**src/rtl/ctrl_decode_stage.sv**
```systemverilog
// RV32I decode stage: decodes fetched instructions into rv32i_ctrl_word and queues them in a DEPTH-entry FIFO.
// Define RV32M_EN to decode RV32M and hold issue while the multiply/divide unit is busy.

package ctrl_decode_stage_pkg;
  localparam logic [6:0] op_lui   = 7'b0110111;
  localparam logic [6:0] op_auipc = 7'b0010111;
  localparam logic [6:0] op_jal   = 7'b1101111;
  localparam logic [6:0] op_jalr  = 7'b1100111;
  localparam logic [6:0] op_br    = 7'b1100011;
  localparam logic [6:0] op_load  = 7'b0000011;
  localparam logic [6:0] op_store = 7'b0100011;
  localparam logic [6:0] op_imm   = 7'b0010011;
  localparam logic [6:0] op_reg   = 7'b0110011;
  localparam logic [6:0] op_csr   = 7'b1110011;

  localparam logic [2:0] alu_add = 3'b000;
  localparam logic [2:0] alu_sll = 3'b001;
  localparam logic [2:0] alu_sra = 3'b010;
  localparam logic [2:0] alu_sub = 3'b011;
  localparam logic [2:0] alu_srl = 3'b101;

  localparam logic [2:0] cmp_beq  = 3'b000;
  localparam logic [2:0] cmp_blt  = 3'b100;
  localparam logic [2:0] cmp_bltu = 3'b110;

  localparam logic alumux1_rs1_out = 1'b0;
  localparam logic alumux1_pc_out  = 1'b1;

  localparam logic [2:0] alumux2_i_imm   = 3'd0;
  localparam logic [2:0] alumux2_u_imm   = 3'd1;
  localparam logic [2:0] alumux2_b_imm   = 3'd2;
  localparam logic [2:0] alumux2_s_imm   = 3'd3;
  localparam logic [2:0] alumux2_j_imm   = 3'd4;
  localparam logic [2:0] alumux2_rs2_out = 3'd5;

  localparam logic cmpmux_rs2_out = 1'b0;
  localparam logic cmpmux_i_imm   = 1'b1;

  localparam logic [3:0] regfilemux_alu_out  = 4'd0;
  localparam logic [3:0] regfilemux_br_en    = 4'd1;
  localparam logic [3:0] regfilemux_u_imm    = 4'd2;
  localparam logic [3:0] regfilemux_lw       = 4'd3;
  localparam logic [3:0] regfilemux_pc_plus4 = 4'd4;
  localparam logic [3:0] regfilemux_lb       = 4'd5;
  localparam logic [3:0] regfilemux_lbu      = 4'd6;
  localparam logic [3:0] regfilemux_lh       = 4'd7;
  localparam logic [3:0] regfilemux_lhu      = 4'd8;

  localparam logic [1:0] pcmux_pc_plus4 = 2'd0;
  localparam logic [1:0] pcmux_alu_out  = 2'd1;
  localparam logic [1:0] pcmux_alu_mod2 = 2'd2;

  typedef struct packed {
    logic [6:0] opcode;
    logic [2:0] funct3;
    logic [2:0] aluop;
    logic [2:0] cmpop;
    logic       alumux1_sel;
    logic [2:0] alumux2_sel;
    logic       cmpmux_sel;
    logic [3:0] regfilemux_sel;
    logic [1:0] pcmux_sel;
    logic       load_regfile;
    logic       mem_read;
    logic       mem_write;
    logic       jump;
    logic       branch;
  } rv32i_ctrl_word;

  typedef struct packed {
    rv32i_ctrl_word ctrl;
    logic [31:0]    pc;
    logic [31:0]    instr;
    logic           illegal;
`ifdef RV32M_EN
    logic           md_op;
    logic [2:0]     md_funct3;
`endif
  } dec_entry_t;
endpackage

module ctrl_decode_stage
  import ctrl_decode_stage_pkg::*;
#(
  parameter int unsigned DEPTH   = 2,
  parameter int unsigned MUL_LAT = 3,
  parameter int unsigned DIV_LAT = 33
) (
  input  logic           clk,
  input  logic           rst,
  input  logic           flush,
  input  logic           in_valid,
  output logic           in_ready,
  input  logic [31:0]    in_instr,
  input  logic [31:0]    in_pc,
  output logic           out_valid,
  input  logic           out_ready,
  output rv32i_ctrl_word out_ctrl,
  output logic [31:0]    out_pc,
  output logic [31:0]    out_instr,
  output logic           out_illegal,
  output logic           out_md_op,
  output logic [2:0]     out_md_funct3
);
  localparam int unsigned PTR_W = (DEPTH > 1) ? $clog2(DEPTH) : 1;
  localparam int unsigned CNT_W = $clog2(DEPTH + 1);

  if (DEPTH < 1 || (DEPTH & (DEPTH - 1)) != 0 || MUL_LAT < 1 || DIV_LAT < 1) begin : g_param_check
    $error("ctrl_decode_stage: DEPTH must be a power of two and latencies at least 1");
  end

  logic [6:0]     funct7;
  rv32i_ctrl_word base;
  rv32i_ctrl_word ctrl;
  logic           illegal;
`ifdef RV32M_EN
  logic           md_op;
`endif

  assign funct7 = in_instr[31:25];

  // Neutral control word every decode starts from; illegal entries keep exactly this.
  always_comb begin
    base                = '0;
    base.opcode         = in_instr[6:0];
    base.funct3         = in_instr[14:12];
    base.aluop          = alu_add;
    base.cmpop          = cmp_beq;
    base.alumux1_sel    = alumux1_rs1_out;
    base.alumux2_sel    = alumux2_i_imm;
    base.cmpmux_sel     = cmpmux_i_imm;
    base.regfilemux_sel = regfilemux_alu_out;
    base.pcmux_sel      = pcmux_pc_plus4;
  end

  always_comb begin
    ctrl    = base;
    illegal = 1'b0;
`ifdef RV32M_EN
    md_op   = 1'b0;
`endif
    case (base.opcode)
      op_lui: begin
        ctrl.load_regfile   = 1'b1;
        ctrl.regfilemux_sel = regfilemux_u_imm;
      end
      op_auipc: begin
        ctrl.load_regfile = 1'b1;
        ctrl.alumux1_sel  = alumux1_pc_out;
        ctrl.alumux2_sel  = alumux2_u_imm;
      end
      op_jal: begin
        ctrl.load_regfile   = 1'b1;
        ctrl.alumux1_sel    = alumux1_pc_out;
        ctrl.alumux2_sel    = alumux2_j_imm;
        ctrl.regfilemux_sel = regfilemux_pc_plus4;
        ctrl.pcmux_sel      = pcmux_alu_out;
        ctrl.jump           = 1'b1;
      end
      op_jalr: begin
        ctrl.load_regfile   = 1'b1;
        ctrl.regfilemux_sel = regfilemux_pc_plus4;
        ctrl.pcmux_sel      = pcmux_alu_mod2;
        ctrl.jump           = 1'b1;
      end
      op_br: begin
        ctrl.alumux1_sel = alumux1_pc_out;
        ctrl.alumux2_sel = alumux2_b_imm;
        ctrl.cmpmux_sel  = cmpmux_rs2_out;
        ctrl.cmpop       = base.funct3;
        ctrl.branch      = 1'b1;
        illegal          = (base.funct3 == 3'b010) || (base.funct3 == 3'b011);
      end
      op_load: begin
        ctrl.load_regfile = 1'b1;
        ctrl.mem_read     = 1'b1;
        case (base.funct3)
          3'b000:  ctrl.regfilemux_sel = regfilemux_lb;
          3'b001:  ctrl.regfilemux_sel = regfilemux_lh;
          3'b010:  ctrl.regfilemux_sel = regfilemux_lw;
          3'b100:  ctrl.regfilemux_sel = regfilemux_lbu;
          3'b101:  ctrl.regfilemux_sel = regfilemux_lhu;
          default: illegal = 1'b1;
        endcase
      end
      op_store: begin
        ctrl.mem_write   = 1'b1;
        ctrl.alumux2_sel = alumux2_s_imm;
        illegal          = (base.funct3 > 3'b010);
      end
      op_imm: begin
        ctrl.load_regfile = 1'b1;
        case (base.funct3)
          3'b010: begin
            ctrl.cmpop          = cmp_blt;
            ctrl.regfilemux_sel = regfilemux_br_en;
          end
          3'b011: begin
            ctrl.cmpop          = cmp_bltu;
            ctrl.regfilemux_sel = regfilemux_br_en;
          end
          3'b001: begin
            ctrl.aluop = alu_sll;
            illegal    = (funct7 != 7'b0000000);
          end
          3'b101: begin
            ctrl.aluop = funct7[5] ? alu_sra : alu_srl;
            illegal    = (funct7 != 7'b0000000) && (funct7 != 7'b0100000);
          end
          default: ctrl.aluop = base.funct3;
        endcase
      end
      op_reg: begin
        ctrl.load_regfile = 1'b1;
        ctrl.alumux2_sel  = alumux2_rs2_out;
`ifdef RV32M_EN
        if (funct7 == 7'b0000001) begin
          md_op = 1'b1;
        end else
`endif
        if (funct7 == 7'b0100000) begin
          case (base.funct3)
            3'b000:  ctrl.aluop = alu_sub;
            3'b101:  ctrl.aluop = alu_sra;
            default: illegal = 1'b1;
          endcase
        end else if (funct7 == 7'b0000000) begin
          case (base.funct3)
            3'b010: begin
              ctrl.cmpop          = cmp_blt;
              ctrl.cmpmux_sel     = cmpmux_rs2_out;
              ctrl.regfilemux_sel = regfilemux_br_en;
            end
            3'b011: begin
              ctrl.cmpop          = cmp_bltu;
              ctrl.cmpmux_sel     = cmpmux_rs2_out;
              ctrl.regfilemux_sel = regfilemux_br_en;
            end
            3'b101:  ctrl.aluop = alu_srl;
            default: ctrl.aluop = base.funct3;
          endcase
        end else begin
          illegal = 1'b1;
        end
      end
      op_csr: ;
      default: illegal = 1'b1;
    endcase
    if (illegal) begin
      ctrl = base;
    end
  end

  dec_entry_t             wr_entry;
  dec_entry_t             head_entry;
  dec_entry_t             mem [DEPTH];
  logic [PTR_W-1:0]       head;
  logic [PTR_W-1:0]       tail;
  logic [PTR_W-1:0]       head_nxt;
  logic [PTR_W-1:0]       tail_nxt;
  logic [CNT_W-1:0]       count;
  logic                   md_idle;
  logic                   push;
  logic                   pop;

  always_comb begin
    wr_entry.ctrl      = ctrl;
    wr_entry.pc        = in_pc;
    wr_entry.instr     = in_instr;
    wr_entry.illegal   = illegal;
`ifdef RV32M_EN
    wr_entry.md_op     = md_op;
    wr_entry.md_funct3 = md_op ? base.funct3 : 3'b000;
`endif
  end

  assign head_entry = mem[head];
  assign head_nxt   = (head == PTR_W'(DEPTH - 1)) ? '0 : head + PTR_W'(1);
  assign tail_nxt   = (tail == PTR_W'(DEPTH - 1)) ? '0 : tail + PTR_W'(1);

  // Readiness depends only on occupancy, so out_ready never reaches in_ready.
  assign in_ready  = !rst && (count != CNT_W'(DEPTH));
  assign out_valid = !rst && (count != '0) && md_idle;
  assign push      = in_valid && in_ready && !flush;
  assign pop       = out_valid && out_ready;

  assign out_ctrl    = head_entry.ctrl;
  assign out_pc      = head_entry.pc;
  assign out_instr   = head_entry.instr;
  assign out_illegal = !rst && head_entry.illegal;

  always_ff @(posedge clk) begin
    if (rst) begin
      head  <= '0;
      tail  <= '0;
      count <= '0;
      mem   <= '{default: '0};
    end else begin
      if (push) begin
        mem[tail] <= wr_entry;
      end
      if (flush) begin
        head  <= '0;
        tail  <= '0;
        count <= '0;
      end else begin
        if (push) tail <= tail_nxt;
        if (pop)  head <= head_nxt;
        if (push && !pop) begin
          count <= count + CNT_W'(1);
        end else if (!push && pop) begin
          count <= count - CNT_W'(1);
        end
      end
    end
  end

`ifdef RV32M_EN
  localparam int unsigned MAX_LAT = (MUL_LAT > DIV_LAT) ? MUL_LAT : DIV_LAT;
  localparam int unsigned MD_W    = $clog2(MAX_LAT + 1);

  logic [MD_W-1:0] md_cnt;

  // Busy window of the mul/div unit; survives flush because the unit keeps running.
  always_ff @(posedge clk) begin
    if (rst) begin
      md_cnt <= '0;
    end else if (pop && head_entry.md_op) begin
      md_cnt <= head_entry.md_funct3[2] ? MD_W'(DIV_LAT - 1) : MD_W'(MUL_LAT - 1);
    end else if (md_cnt != '0) begin
      md_cnt <= md_cnt - MD_W'(1);
    end
  end

  assign md_idle       = (md_cnt == '0);
  assign out_md_op     = !rst && head_entry.md_op;
  assign out_md_funct3 = head_entry.md_funct3;
`else
  assign md_idle       = 1'b1;
  assign out_md_op     = 1'b0;
  assign out_md_funct3 = 3'b000;
`endif

endmodule
```
**config.mk**
```make
export PLATFORM = sky130hd
export DESIGN_NAME = ctrl_decode_stage
export DESIGN_NICKNAME = d
export VERILOG_FILES = /design/src/rtl/ctrl_decode_stage.sv
export SDC_FILE = /design/constraint.sdc
export NUM_CORES = 1
export LEC_CHECK = 0
export BUFFER_PORTS_ARGS = -buffer_cell sky130_fd_sc_hd__buf_2
export CAP_MARGIN = 20
export CORE_MARGIN = 2
export CORE_UTILIZATION = 54
export DETAILED_ROUTE_END_ITERATION = 8
export GPL_ROUTABILITY_DRIVEN = 1
export PLACE_DENSITY = 0.79
export SYNTH_ARGS = -nofsm -noshare
export SYNTH_HDL_FRONTEND = slang
export SYNTH_SLANG_ARGS = --single-unit
```
**constraint.sdc**
```tcl
create_clock -name clk -period 2.5 [get_ports clk]
set_input_delay 0.25 -clock clk [delete_from_list [all_inputs] [get_ports clk]]
set_output_delay 0.25 -clock clk [all_outputs]
set_load 0.02 [all_outputs]
```
# == Word-level counts from Yosys, hierarchy flattened ==
# Cells that the tools add are included.
# op_classes
addsub,4
magnitude_cmp,4
n_eq_ne,18
n_mux,42
bitwise,2
reduce_logical,28
# ops
cell,count
97-bit two-way mux,4
194-bit bitwise mux,1
97-bit demux with 1-bit select,1
4-bit case mux with 5 select lines,2
7-bit by 6-bit equality test with 1-bit output (second input constant),4
7-bit equality test (second input constant),4
22-bit two-way mux,1
3-bit case mux with 2 select lines,3
3-bit case mux with 3 select lines,2
5-bit two-way mux,3
3-bit case mux with 5 select lines,1
7-bit by 5-bit equality test with 1-bit output (second input constant),2
1-bit two-way mux,13
1-bit logical AND,10
5-bit OR reduction,2
3-bit two-way mux,3
2-bit case mux with 2 select lines,2
2-bit OR reduction,4
7-bit by 2-bit equality test with 1-bit output (second input constant),1
7-bit zero test,1
7-bit by 6-bit != test with 1-bit output (second input constant),1
7-bit nonzero test,1
7-bit OR reduction,1
3-bit by 2-bit equality test with 1-bit output (second input constant),2
19 further kinds,29
# word_totals
register_bits,198
input_bits,69
out_inout_bits,103
word_cells,135

# == Logic depth before layout (Yosys ltp) ==
# Gate-level depths: netlist (run 1).
# depth
word_depth,8
mapped_depth,10
mapped_depth_nobuf,8

# == Worst setup path after synthesis (run 1) ==
# OpenSTA, ideal clock, no wires.
# synth_path
path_type,reg-to-output
start,reg head
end,out out_instr[0]
arrival_time_ns,1.814
required_time_ns,2.250
path_slack_ns,0.436
path_stages_with_launch,6
n_path_buf,4
cell_sequence,dfxtp_1 clkbuf_1 clkbuf_1 buf_1 mux2_2 buf_4
# synth_via
elab_chain_cells,4
# synth_rtl
item,line_no,text
from (decl),257,logic [PTR_W-1:0] head;
from (signal assigned),308,if (pop) head <= head_nxt;
1-bit inverter with 2-bit output (implied by the code),277,assign head_entry = mem[head];
97-bit two-way mux (implied by the code) (3 in a row),277,
to (decl),100,"output logic [31:0] out_instr,"
# Every way passes these cells. The select of a mux whose other input is x is not followed.

# == Final worst setup path (run 1) ==
# layout_path
start,reg head
end,out out_instr[22]
# Same word-level chain as after synthesis.

==> key figures, run 1 <==
Outcome
  • Status: completed

Die
  • DIE AREA: 15600 sq um
  • Row Count: 44
  • Core ar.: 14400 sq um
  • I/O pin total: 172
  • Die height: 125 um
  • Starting Density: 0.547
  • DIE WIDTH: 125 um

Route
  • # DRC: 0
  • DRT Wirelength: 19.2 mm
  • TritonRoute pass-1 iters: 5
  • DRT antenna net count: 0
  • Via density: 5.43
  • Via Count: 6847
  • DR iter-0 viols: 530
  • WL/cell: 15.2 um

Final layout
  • Nets@finish: 1134
  • Fill cells: 1239
  • Area growth syn-to-layout: 19.2%
  • Share of layout cells above drive strength 1: 0.298
  • Diode count: 0

Timing
  • Final Skew: 7.79 ps
  • RSZ-0062 raised after global routing: false
  • Setup_tns: 0 ps
  • Fmax: 0.463 GHz
  • Final setup vio count: 0
  • Period utilization: 0.864
  • Crit path time final: 2160 ps
  • Final Max Slew Viols: 0
  • Final Hold Viols: 0
  • Tightest Pin Transition: 865 ps
  • Slew headroom: 0.423

Synth
  • Cell variety after synth: 55
  • Avg Inst Size Synth: 8.31 sq um
  • Largest area contributor in the netlist: dfxtp_1
  • Yosys warns: 0
  • Sequential-to-total area share from yosys stat: 0.452
  • Ranking of synthesized cells by area: dfxtp_1 (45%), nand2_1 (14%), mux2_2 (12%), a21oi_1 (9.6%), clkbuf_1 (2.0%)
  • Post-synth EDFFs: 0
  • Synth cell count leaders: nand2_1 (291), dfxtp_1 (178), a21oi_1 (152)
  • Top-count cell post-synth: nand2_1
  • Synth top area share: 0.452
  • Asr flop ratio synth: 0
  • Ys flop type: dfxtp_1
  • Cells after Synth: 949
  • FF+latch count, synth: 178
  • Post-Syn Area: 7890 sq um

Setup path
  • FF-to-FF End: mem[181]
  • CP required: 2250 ps
  • Setup crit start kind: flip-flop
  • Timing startpoint of the critical path: head
  • Reg2reg start: count[0]
  • Worst Setup Path Type: flip-flop to primary output
  • Worst path slowest cell: dfxtp_4
  • Depth of the most critical reg-to-reg path: 6
  • Worst EP arrival: 1910 ps
  • Crit end category: primary output
  • Critical Path Max Stage Delay: 660 ps
  • Worst Path Max Fanout: 30
  • Crit-path cells: buf_4, mux2_2, buf_2
  • R2R setup slack: 560 ps
  • Crit path to: out_instr[22]

Clock tree
  • Sink Count: 178
  • Clk_lat worst skew: 430 ps
  • CTS tree: built
  • Reg clk slew, reported paths: 60 ps
  • CTS Buf Count: 17
  • Worst-case clock buffer depth: 2
  • H-tree depth: 4
  • CTS root buf: clkbuf_16
  • Hold bufs inserted after CTS: 0
  • Post-CTS Setup Bufs: 0
  • Gates resized, CTS repair: 0

GRT
  • Pin count of the biggest net entering global routing: 83
  • Initial antenna violation count: 0
  • Vias in the first global route: 6334
  • Global-route wire length before repair: 31.6 mm
  • Total grt overflow: 0
  • GRT Total Usage: 0.245

Power
  • Power Total: 6.28 mW
  • Worst IR drop on VDD: 0.000563 V
  • Cell Pwr Density: 668 nW/um^2
  • Leak: 3.77 nW

Placement
  • Post-DP HPWL: 12.4 mm
  • RePlAce Congestion: 0.824
  • IO buf count: 167

Min path
  • Hold Path Class: input pin to flip-flop
  • WHS Path Cells: 2

Flow run
  • Maxcap violations: 0
sequential cells by signal (all words and copies together), names as in the netlist:
name / cells
count: 2
mem: 174
head: 1
tail: 1
how the worst min path moves through the flow:
stage | start | endpoint | slack, ps
finish | flush | head | 40
detailed placement | mem[85] | mem[85] | 440
global route | in_pc[11] | mem[141] | 50
floorplan | flush | count[1] | 330
global placement | mem[85] | mem[85] | 430
CTS | flush | head | 30
kinds of logic (layout without fill, tap and decap cells):
group,count (synthesis),after routing,synth area share
other,1,4,0.000475
buffers and inverters,92,217,0.0557
muxes,88,88,0.125
and+or+nand+nor,383,383,0.210
DFF,178,178,0.452
xor gates and xnor gates,5,5,0.00555
adders and majority gates,1,1,0.00159
AOI/OAI and AO/OA,201,201,0.150
stage by stage:
step | cells | worst slack [ps] | hold slack [ps] | area, sq um | util
after floorplan | 952 | 436 | 327 | 7900 | -
after global placement | 1229 | 565 | 432 | 8760 | 0.607
after detailed placement | 1229 | 539 | 442 | 8760 | 0.607
after CTS | 1261 | 326 | 27.6 | 9400 | 0.652
after global routing | 1261 | 286 | 52.3 | 9400 | 0.652
final | 1261 | 341 | 44.4 | 9400 | 0.652
routing by layer:
layer	track usage	vias to the layer above	wire (um)	part of all wire
met4	0.0699	0	234	0.012
met5	0	-	0	0
met1	0.324	3199	8680	0.45
li1	-	3408	-	-
met2	0.391	220	8880	0.46
met3	0.0704	20	1400	0.073
power by group:
group	internal [mW]	switching (mW)
Combinational	0.173	0.317
Sequential	2.88	0.0240
Clock	1.71	1.18
Total	4.76	1.52
area by class of cell:
class / instances / area [sq um] / share of cell area
clock buffer: 17 / 425 / 0.0452
clock inverter: 15 / 220 / 0.0234
inverter: 3 / 11.3 / 0.00120
multi-input combinational: 682 / 3910 / 0.416
sequential: 178 / 3570 / 0.379
tap: 184 / 230 / 0.0245
timing repair buffer: 182 / 1040 / 0.110
worst max-delay path: cells and delay by family (launching register included):
kind                   cells  cell delay [ps]
flip-flops                 1              660
buffers and inverters      2              450
multiplexers               1              360
layout by cell type, fill, tap and decap left out, drive strengths merged, types with 5 or more instances in the layout:
master	synthesis	layout
nor2	39	39
o21ai	11	11
clkbuf	42	17
a21oi	152	152
buf	47	182
mux2	86	86
nand2	292	292
dfxtp	178	178
a211oi	8	8
nand3	5	5
a22o	15	15
inv	3	10
nor3	16	16
nor2b	8	8
No activity file was read; power rests on OpenSTA's default activity.
==> run 2, diff against run 1 <==
- PLACE_DENSITY: 0.79 -> 0.89
- RECOVER_POWER: default -> 25
==> run 2 against run 1 <==
- final area is 1.2% lower
- via count is 1.5% higher
- wire length is 1.3% higher
- critical path depth is 5 higher
- critical endpoint is now mem[167]
- highest routed layer unchanged
==> key figures, run 2 (synthesis results as in run 1) <==
Clock tree
  • Clk_lat worst skew: 420 ps (about the same)
  • Post-CTS Setup Bufs: 0 (unchanged)
  • Sink Count: 178 (unchanged)
  • CTS tree: built
  • CTS Buf Count: 17 (unchanged)
  • H-tree depth: 4 (unchanged)
  • Worst-case clock buffer depth: 2 (unchanged)
  • Reg clk slew, reported paths: 70 ps (about the same)
  • Hold bufs inserted after CTS: 0 (unchanged)
  • CTS root buf: clkbuf_16
  • Gates resized, CTS repair: 0 (unchanged)

Timing
  • Setup_tns: 0 ps (unchanged)
  • Tightest Pin Transition: 888 ps (+22.8 ps)
  • Final setup vio count: 0 (unchanged)
  • Final Max Slew Viols: 0 (unchanged)
  • RSZ-0062 raised after global routing: false
  • Final Skew: 11.8 ps (+3.97 ps)
  • Final setup margin: 332 ps (-8.71 ps)
  • Final Hold Viols: 0 (unchanged)
  • Period utilization: 0.867 (+0.00348)
  • Fin Hold WS: 41.1 ps (-3.36 ps)
  • Crit path time final: 2170 ps (+8.71 ps)
  • Slew headroom: 0.408 (-0.0152)
  • Fmax: 0.461 GHz (-0.40%)

Route
  • Via Count: 6952 (+1.5%)
  • DRT antenna net count: 0 (unchanged)
  • DR iter-0 viols: 624 (+18%)
  • TritonRoute pass-1 iters: 5 (unchanged)
  • # DRC: 0 (unchanged)
  • WL/cell: 15.4 um (+1.4%)
  • Via density: 5.52 (+1.6%)
  • DRT Wirelength: 19.5 mm (+1.3%)

Die
  • I/O pin total: 172 (unchanged)
  • DIE AREA: 15600 sq um (unchanged)
  • Starting Density: 0.547 (unchanged)
  • Row Count: 44 (unchanged)
  • Core ar.: 14400 sq um (unchanged)
  • DIE WIDTH: 125 um (unchanged)
  • Die height: 125 um (unchanged)

Final layout
  • Commonest non-fill, non-tap cells in the layout: nand2_1 (290), dfxtp_1 (177), buf_2 (161)
  • Commonest non-fill, non-tap cell in the layout: nand2_1
  • Max reg flops: 174 (unchanged)
  • Largest registers: mem: 174 flops, count: 2 flops
  • Share of layout cells above drive strength 1: 0.289 (-0.00902)
  • Nets@finish: 1133 (-0.088%)
  • Util after Layout: 0.644 (-0.00789)
  • Area growth syn-to-layout: 17.7%
  • Diode count: 0 (unchanged)
  • Fill cells: 1217 (-1.8%)
  • Biggest register: mem

GRT
  • Pin count of the biggest net entering global routing: 69 (-17%)
  • Vias in the first global route: 6651 (+5.0%)
  • Initial antenna violation count: 0 (unchanged)
  • Total grt overflow: 0 (unchanged)
  • Global-route wire length before repair: 32.6 mm (+3.3%)
  • GRT Total Usage: 0.252 (+0.00710)

Placement
  • Place WS: 525 ps (-13.4 ps)
  • IO buf count: 167 (unchanged)
  • RePlAce Congestion: 0.890 (+8.0%)
  • Post-DP HPWL: 12.8 mm (+3.2%)

Flow run
  • Maxcap violations: 0 (unchanged)

Setup path
  • Crit end category: flip-flop
  • CP required: 2770 ps (+520 ps)
  • Worst Path Max Fanout: 23 (-23%)
  • Worst Setup Path Type: flip-flop to flip-flop
  • Worst EP arrival: 2440 ps (+530 ps)
  • Setup crit start kind: flip-flop

Power
  • Cell Pwr Density: 658 nW/um^2 (-1.6%)
  • Leak: 3.69 nW (-2.0%)
  • Worst IR drop on VDD: 0.000579 V (+2.8%)

Outcome
  • Status: completed

Min path
  • Hold Path Class: input pin to flip-flop
-- run 2: cell types whose count changed in the layout (fill, tap and decap cells not counted), moves of 2 or more --
cell	change
clkbuf_1	+6
buf_2	-5
clkinvlp_4	+2
clkbuf_2	+3
inv_8	-2
clkbuf_8	+3
inv_6	-4
buf_12	-4
bufinv_16	-2
-- run 2: worst paths after layout --
kind / slack (ps) / startpoint / cells after the start / end
setup / recovery: 330 / count[0] / 8 / mem[167]
hold / removal: 40 / flush / 2 / head
setup reg to reg: 330 / count[0] / 8 / mem[167]
hold reg to reg: 450 / mem[35] / 2 / mem[35]
-- run 2: power breakdown --
part           internal [mW]  switching (mW)
Sequential              2.88          0.0235
Combinational          0.168           0.319
Clock                   1.62            1.10
Total                   4.67            1.44
-- run 2: stage by stage --
step / cells / power, mW / instance area (sq um)
4_1_cts: 1260 / 6.16 / 9340
5_1_grt: 1260 / 6.33 / 9290
6_report: 1260 / 6.11 / 9290
3_3_place_gp: 1228 / 3.44 / 8720
2_1_floorplan: 952 / 3.29 / 7900
3_5_place_dp: 1228 / 3.45 / 8720
-- run 2: layer usage --
metal,share of wire,vias up,GRT usage
li1,-,3404,-
met1,0.43,3287,0.322
met2,0.49,241,0.422
met3,0.072,20,0.0670
met4,0.010,0,0.0680
met5,0,-,0
-- run 2: area by class of cell --
type                       count  area (sq um)  share of cell area
clock buffer                  22           495              0.0533
clock inverter                10           123              0.0132
inverter                       3          11.3             0.00121
multi-input combinational    682          3890               0.419
sequential                   178          3570               0.384
tap                          184           230              0.0248
timing repair buffer         181           967               0.104
-- run 2: critical path, cell delays in order (launching register included) --
cell	delay [ps]
dfxtp_1	340
nand2b_1	160
nand3_1	190
inv_2	80
nand2b_1	610
buf_4	410
nor2_1	80
a21oi_1	110
nor2_1	50
